`config.mk`:
```
export PLATFORM = sky130hd
export DESIGN_NAME = uart_rx_deser_gen
export DESIGN_NICKNAME = d
export VERILOG_FILES = /design/src/rtl/uart_rx_deser_gen.sv
export SDC_FILE = /design/constraint.sdc
export NUM_CORES = 1
export LEC_CHECK = 0
export CORE_ASPECT_RATIO = 2
export CORE_UTILIZATION = 30
export DETAILED_ROUTE_END_ITERATION = 6
export PLACE_DENSITY = 0.5
export SYNTH_ARGS = -nofsm -noshare
export SYNTH_HDL_FRONTEND = slang
export SYNTH_SLANG_ARGS = --single-unit
```
`constraint.sdc`:
```
create_clock -name clk -period 6.77 [get_ports clk]
set_clock_uncertainty 0.1 [all_clocks]
set_input_delay 1.354 -clock clk [delete_from_list [all_inputs] [get_ports clk]]
set_output_delay 1.354 -clock clk [all_outputs]
set_load 0.01 [all_outputs]
```
`src/rtl/uart_rx_deser_gen.sv`:
```
// -----------------------------------------------------------------------------
// uart_rx_deser_gen
//
// Receive-side deserializer for the UART RX path. Collects one sampled bit per
// deser_en strobe into a frame of runtime-selectable length (1..DATA_WIDTH),
// LSB-first or MSB-first. It also keeps a running parity over the frame. A
// completed frame moves into a holding register that the consumer drains with
// a valid/ready handshake. A frame that completes while the holding register
// is still occupied is dropped and flagged with a one-cycle overrun pulse.
//
// Ports
//   clk         : clock, all logic on the rising edge
//   rst         : asynchronous active-high reset
//   deser_en    : one-cycle strobe, sampled_bit is consumed this cycle
//   sampled_bit : received data bit
//   data_len    : frame length in bits (0 or >DATA_WIDTH means DATA_WIDTH),
//                 captured at frame start
//   msb_first   : 0 = first bit is LSB, 1 = first bit is MSB (captured at start)
//   par_odd     : 0 = even parity, 1 = odd parity (captured at start)
//   clear       : synchronous abort of the frame in progress
//   p_data      : held frame data, right-aligned, upper bits zero
//   p_parity    : expected parity bit for the held frame
//   p_valid     : holding register contains an unconsumed frame
//   p_ready     : consumer accepts the frame when p_valid && p_ready
//   busy        : a frame is partially received
//   overrun     : one-cycle pulse when a completed frame is dropped
// -----------------------------------------------------------------------------
module uart_rx_deser_gen #(
  parameter int DATA_WIDTH = 8,
  parameter int LEN_W      = $clog2(DATA_WIDTH + 1)
) (
  input  logic                  clk,
  input  logic                  rst,
  input  logic                  deser_en,
  input  logic                  sampled_bit,
  input  logic [LEN_W-1:0]      data_len,
  input  logic                  msb_first,
  input  logic                  par_odd,
  input  logic                  clear,
  output logic [DATA_WIDTH-1:0] p_data,
  output logic                  p_parity,
  output logic                  p_valid,
  input  logic                  p_ready,
  output logic                  busy,
  output logic                  overrun
);

  localparam logic [LEN_W-1:0] MAX_LEN = LEN_W'(DATA_WIDTH);
  localparam logic [LEN_W-1:0] ONE     = LEN_W'(1);

  // Out-of-range requested lengths fall back to the full data width.
  function automatic logic [LEN_W-1:0] eff_len(input logic [LEN_W-1:0] req);
    if (req == '0 || req > MAX_LEN) begin
      return MAX_LEN;
    end
    return req;
  endfunction

  // Frame assembly state
  logic [LEN_W-1:0]      cnt_q,   cnt_d;
  logic [LEN_W-1:0]      len_q,   len_d;
  logic                  msb_q,   msb_d;
  logic                  odd_q,   odd_d;
  logic [DATA_WIDTH-1:0] shreg_q, shreg_d;
  logic                  par_q,   par_d;

  // Holding register and status
  logic [DATA_WIDTH-1:0] pdata_q,   pdata_d;
  logic                  ppar_q,    ppar_d;
  logic                  pvalid_q,  pvalid_d;
  logic                  overrun_q, overrun_d;
  logic                  busy_q,    busy_d;

  // Working signals for the current strobe
  logic                  start;
  logic [LEN_W-1:0]      cur_len;
  logic                  cur_msb;
  logic                  cur_odd;
  logic [DATA_WIDTH-1:0] shreg_base;
  logic                  par_base;
  logic [DATA_WIDTH-1:0] shreg_nxt;
  logic                  par_nxt;
  logic                  last;
  logic                  hold_free;

  always_comb begin
    start = deser_en && (cnt_q == '0);

    // On the first bit the frame settings come straight from the inputs so the
    // first bit already uses the new length/order; afterwards the captured copy.
    cur_len = start ? eff_len(data_len) : len_q;
    cur_msb = start ? msb_first         : msb_q;
    cur_odd = start ? par_odd           : odd_q;

    // Frame start discards any leftover assembly state.
    shreg_base = start ? '0   : shreg_q;
    par_base   = start ? 1'b0 : par_q;

    // MSB-first shifts left so the first bit ends up at position len-1 once
    // len bits are in; LSB-first drops bit k straight into position k.
    if (cur_msb) begin
      shreg_nxt = {shreg_base[DATA_WIDTH-2:0], sampled_bit};
    end else begin
      shreg_nxt = shreg_base | (DATA_WIDTH'(sampled_bit) << cnt_q);
    end
    par_nxt = par_base ^ sampled_bit;

    last      = deser_en && (cnt_q == (cur_len - ONE));
    hold_free = !pvalid_q || p_ready;

    cnt_d     = cnt_q;
    len_d     = len_q;
    msb_d     = msb_q;
    odd_d     = odd_q;
    shreg_d   = shreg_q;
    par_d     = par_q;
    pdata_d   = pdata_q;
    ppar_d    = ppar_q;
    pvalid_d  = pvalid_q;
    overrun_d = 1'b0;

    // Consumer handshake; a completion below may set it again this cycle.
    if (pvalid_q && p_ready) begin
      pvalid_d = 1'b0;
    end

    if (clear) begin
      // Abort wins over a coincident strobe; the holding register is untouched.
      cnt_d   = '0;
      shreg_d = '0;
      par_d   = 1'b0;
    end else if (deser_en) begin
      if (start) begin
        len_d = cur_len;
        msb_d = cur_msb;
        odd_d = cur_odd;
      end
      if (last) begin
        cnt_d   = '0;
        shreg_d = '0;
        par_d   = 1'b0;
        if (hold_free) begin
          pdata_d  = shreg_nxt;
          ppar_d   = par_nxt ^ cur_odd;
          pvalid_d = 1'b1;
        end else begin
          overrun_d = 1'b1;
        end
      end else begin
        cnt_d   = cnt_q + ONE;
        shreg_d = shreg_nxt;
        par_d   = par_nxt;
      end
    end

    busy_d = (cnt_d != '0);
  end

  always_ff @(posedge clk or posedge rst) begin
    if (rst) begin
      cnt_q     <= '0;
      len_q     <= MAX_LEN;
      msb_q     <= 1'b0;
      odd_q     <= 1'b0;
      shreg_q   <= '0;
      par_q     <= 1'b0;
      pdata_q   <= '0;
      ppar_q    <= 1'b0;
      pvalid_q  <= 1'b0;
      overrun_q <= 1'b0;
      busy_q    <= 1'b0;
    end else begin
      cnt_q     <= cnt_d;
      len_q     <= len_d;
      msb_q     <= msb_d;
      odd_q     <= odd_d;
      shreg_q   <= shreg_d;
      par_q     <= par_d;
      pdata_q   <= pdata_d;
      ppar_q    <= ppar_d;
      pvalid_q  <= pvalid_d;
      overrun_q <= overrun_d;
      busy_q    <= busy_d;
    end
  end

  assign p_data   = pdata_q;
  assign p_parity = ppar_q;
  assign p_valid  = pvalid_q;
  assign busy     = busy_q;
  assign overrun  = overrun_q;

endmodule

```
==> flow_metrics.env <==
export IMPL_hold_path_cell_count=2
export IMPL_ff_latch_area_um2=777
export IMPL_p_comb_share_pct=32.4
export IMPL_drive_gt1_share_pct=10.3
export IMPL_clockPowerShare_pct=30.9
export IMPL_num_vias=1511
export IMPL_die_width_um=57.9
export IMPL_crit_path_end_kind="register"
export IMPL_power_mw=0.706
export IMPL_yosysSeqAreaShare_pct=41.4
export IMPL_fmax_ghz=0.206
export IMPL_grt_max_degree=32
export IMPL_drtIter0Drc=31
export IMPL_cts_buffers_inserted=5
export IMPL_dr_pass1_iters=5
export IMPL_reg2reg_depth=13
export IMPL_layout_setup_ws_ns=1.92
export IMPL_whs_ns=0.399
export IMPL_critPathMaxFanout=30
export IMPL_totalNegativeSetupSlack_ns=0
export IMPL_cts_root_buf="clkbuf_16"
export IMPL_switchingPower_mw=0.220
export IMPL_synth_seq_cells=31
export IMPL_wl_per_cell_um=15.8
export IMPL_std_cell_rows=40
export IMPL_hold_start="len_q[3]"
export IMPL_fp_dieArea_um2=6600
export IMPL_ys_types=42
export IMPL_clk_pin_slew_worst_paths_ns=0.05
export IMPL_max_cap_viol_count=0
export IMPL_status="finished clean"
export IMPL_multiInputGateArea_um2=1000
export IMPL_holdPathEnd="len_q[3]"
export IMPL_tritoncts="yes"
export IMPL_pwr_density_cell_nw_per_um2=310
export IMPL_synth_top_area_share_pct=40.0
export IMPL_grt_ovfl_total=0
export IMPL_vdd_drop_max_v=0.000187
export IMPL_p_int_mw=0.485
export IMPL_diodes=0
export IMPL_hold_path_class="reg2reg"
export IMPL_vias_per_cell=5.28
export IMPL_synth_area_leaders="dfrtp_1 40%, a21oi_1 6.7%, mux2_4 6.4%"
export IMPL_yosys_area_share_simple_pct=21.5
export IMPL_yosys_most_used_dff="dfrtp_1"
export IMPL_io_buffer_count=23
export IMPL_finalHoldViolations=0
export IMPL_synth_nets=218
export IMPL_reg2reg_from="cnt_q[0]"
export IMPL_antenna_left=0
export IMPL_reg2reg_setup_slack_ns=2.93
export IMPL_period_share_pct=71.6
export IMPL_sequentialPowerShare_pct=36.6
export IMPL_synth_xor_area_share_pct=3.73
export IMPL_post_cts_buffers=0
export IMPL_synth_top_family_by_area="simple AND/OR/NAND/NOR gates"
export IMPL_clock_latency_ns=0.28
export IMPL_p_leak_nw=0.944
export IMPL_n_fill_cell=611
export IMPL_clockBufferDepth=2
export IMPL_drc_errors=0
export IMPL_synthAdderAreaFrac_pct=2.00
export IMPL_startpoint_type="primary input"
export IMPL_h_tree_depth=2
export IMPL_min_period_ns=4.85
export IMPL_timing_worst_setup_path_type="in2reg"
export IMPL_antenna_found_initial=0
export IMPL_gp_congestion=0.780
export IMPL_area_delta_synth_final_pct=21.0
export IMPL_synth_edf_count=0
export IMPL_synth_mux_area_share_pct=9.19
export IMPL_worstMarginPinSlew_ns=0.810
export IMPL_layout_nets=237
export IMPL_synthesis_instances=203
export IMPL_pre_cts_ws_ns=1.60
export IMPL_yosysWarnings=0
export IMPL_layout_common_cells="30 x dfrtp_1, 25 x a21oi_1, 23 x clkdlybuf4s50_1, 19 x nand2b_1, 14 x nor2_1"
export IMPL_synth_compound_area_share_pct=17.1
export IMPL_synth_area_per_cell_um2=9.25
export IMPL_synth_top_cell_by_area="dfrtp_1"
export IMPL_setup_viol_count_final=0
export IMPL_holdBufCountCts=0
export IMPL_coreArea_um2=6010
export IMPL_start_util_pct=31.3
export IMPL_cts_resized=0
export IMPL_slew_headroom_pct=46.0
export IMPL_timing_rr_end="p_data[0]"
export IMPL_mostFrequentLayoutCell="dfrtp_1"
export IMPL_syn_area_um2=1880
export IMPL_grt_setup_unrepaired="no"
export IMPL_cp_data_required_time_ns=6.83
export IMPL_die_h_um=114
export IMPL_worst_ep_arrival_time_ns=4.91
export IMPL_dp_cells=278
export IMPL_cts_sinks=31
export IMPL_grt_pass1_vias=1509
export IMPL_drv_slew=0
export IMPL_grt_pass1_wl_um=7410
export IMPL_hpwlAfterDp_um=3080
export IMPL_p_sw_share_pct=31.2
export IMPL_io_pins=24
export IMPL_synthArstFlopShare_pct=100
export IMPL_wirelength_um=4510
export IMPL_grtUsageTotal_pct=14.9
export IMPL_stdcell_count=286
flip-flops by register name (all words and copies together) (netlist names):
name,count
p_valid,1
msb_q,1
odd_q,1
cnt_q,4
p_parity,1
overrun,1
busy,1
shreg_q,8
p_data,8
par_q,1
len_q,4
through the flow:
| step | utilization [%] | area (um2) |
|---|---|---|
| final | 37.8 | 2270 |
| after CTS | 37.8 | 2270 |
| after detailed placement | 35.5 | 2130 |
| after global placement | 35.5 | 2130 |
| after floorplan | - | 1880 |
| after global routing | 37.8 | 2270 |
power groups by stage:
stage | sequential (mW) | clock, mW | combinational [mW]
final | 0.259 | 0.218 | 0.229
after global routing | 0.265 | 0.229 | 0.252
after CTS | 0.260 | 0.221 | 0.232
after detailed placement | 0.262 | 0 | 0.230
after global placement | 0.263 | 0 | 0.230
after floorplan | 0.262 | 0 | 0.144
kinds of logic after synthesis:
kind of cell               count (synthesis)
xor gates and xnor gates                   8
DFF                                       31
AOI/OAI and AO/OA                         54
muxes                                     13
buffers and inverters                     20
and+or+nand+nor                           74
adders and majority gates                  3
how the worst max path moves through the flow:
stage / from / to / cells after the start
after floorplan: deser_en / p_data[0] / 12
after global placement: deser_en / p_data[1] / 13
after detailed placement: deser_en / p_data[0] / 13
after CTS: deser_en / p_data[7] / 13
after global routing: deser_en / p_data[5] / 13
final: deser_en / p_data[0] / 13
worst max-delay path: stages:
cell and delay, ns:
clkdlybuf4s50_1 0.46, buf_4 0.27, nand4bb_1 0.51, nor2_1 0.29, a21oi_1 0.07, ha_1 0.32
xor2_1 0.17, nand2b_1 0.08, mux2i_1 0.19, o221ai_2 0.35, nor3b_2 0.27, buf_4 0.24
mux2_4 0.32
final cells by class:
class / count / share of cell area [%]
Multi-Input combinational cell: 152 / 44.2
Sequential cell: 31 / 34.2
Timing Repair Buffer: 26 / 11.1
Clock buffer: 7 / 5.84
Tap cell: 63 / 3.47
Inverter: 6 / 0.991
Clock inverter: 1 / 0.220
routing by layer:
metal	vias to the layer above	wire, um	track usage, %
met3	5	106	2.49
met2	17	2500	26.9
met4	0	92	6.67
li1	753	-	-
met1	736	1810	16.5
met5	-	0	0
Yosys cell counts (3+ instances only):
cell,n
xor2_1,3
dfrtp_1,30
buf_2,3
nand3_1,10
a21oi_1,25
mux2_4,8
nand2b_1,19
clkbuf_1,6
nor3_1,4
nor2_1,14
inv_1,6
a31oi_1,4
nand2_1,13
ha_1,3
xnor2_1,5
mux2i_1,3
nor2b_1,4
o21ai_0,13
No activity file was read; power rests on OpenSTA's default activity.
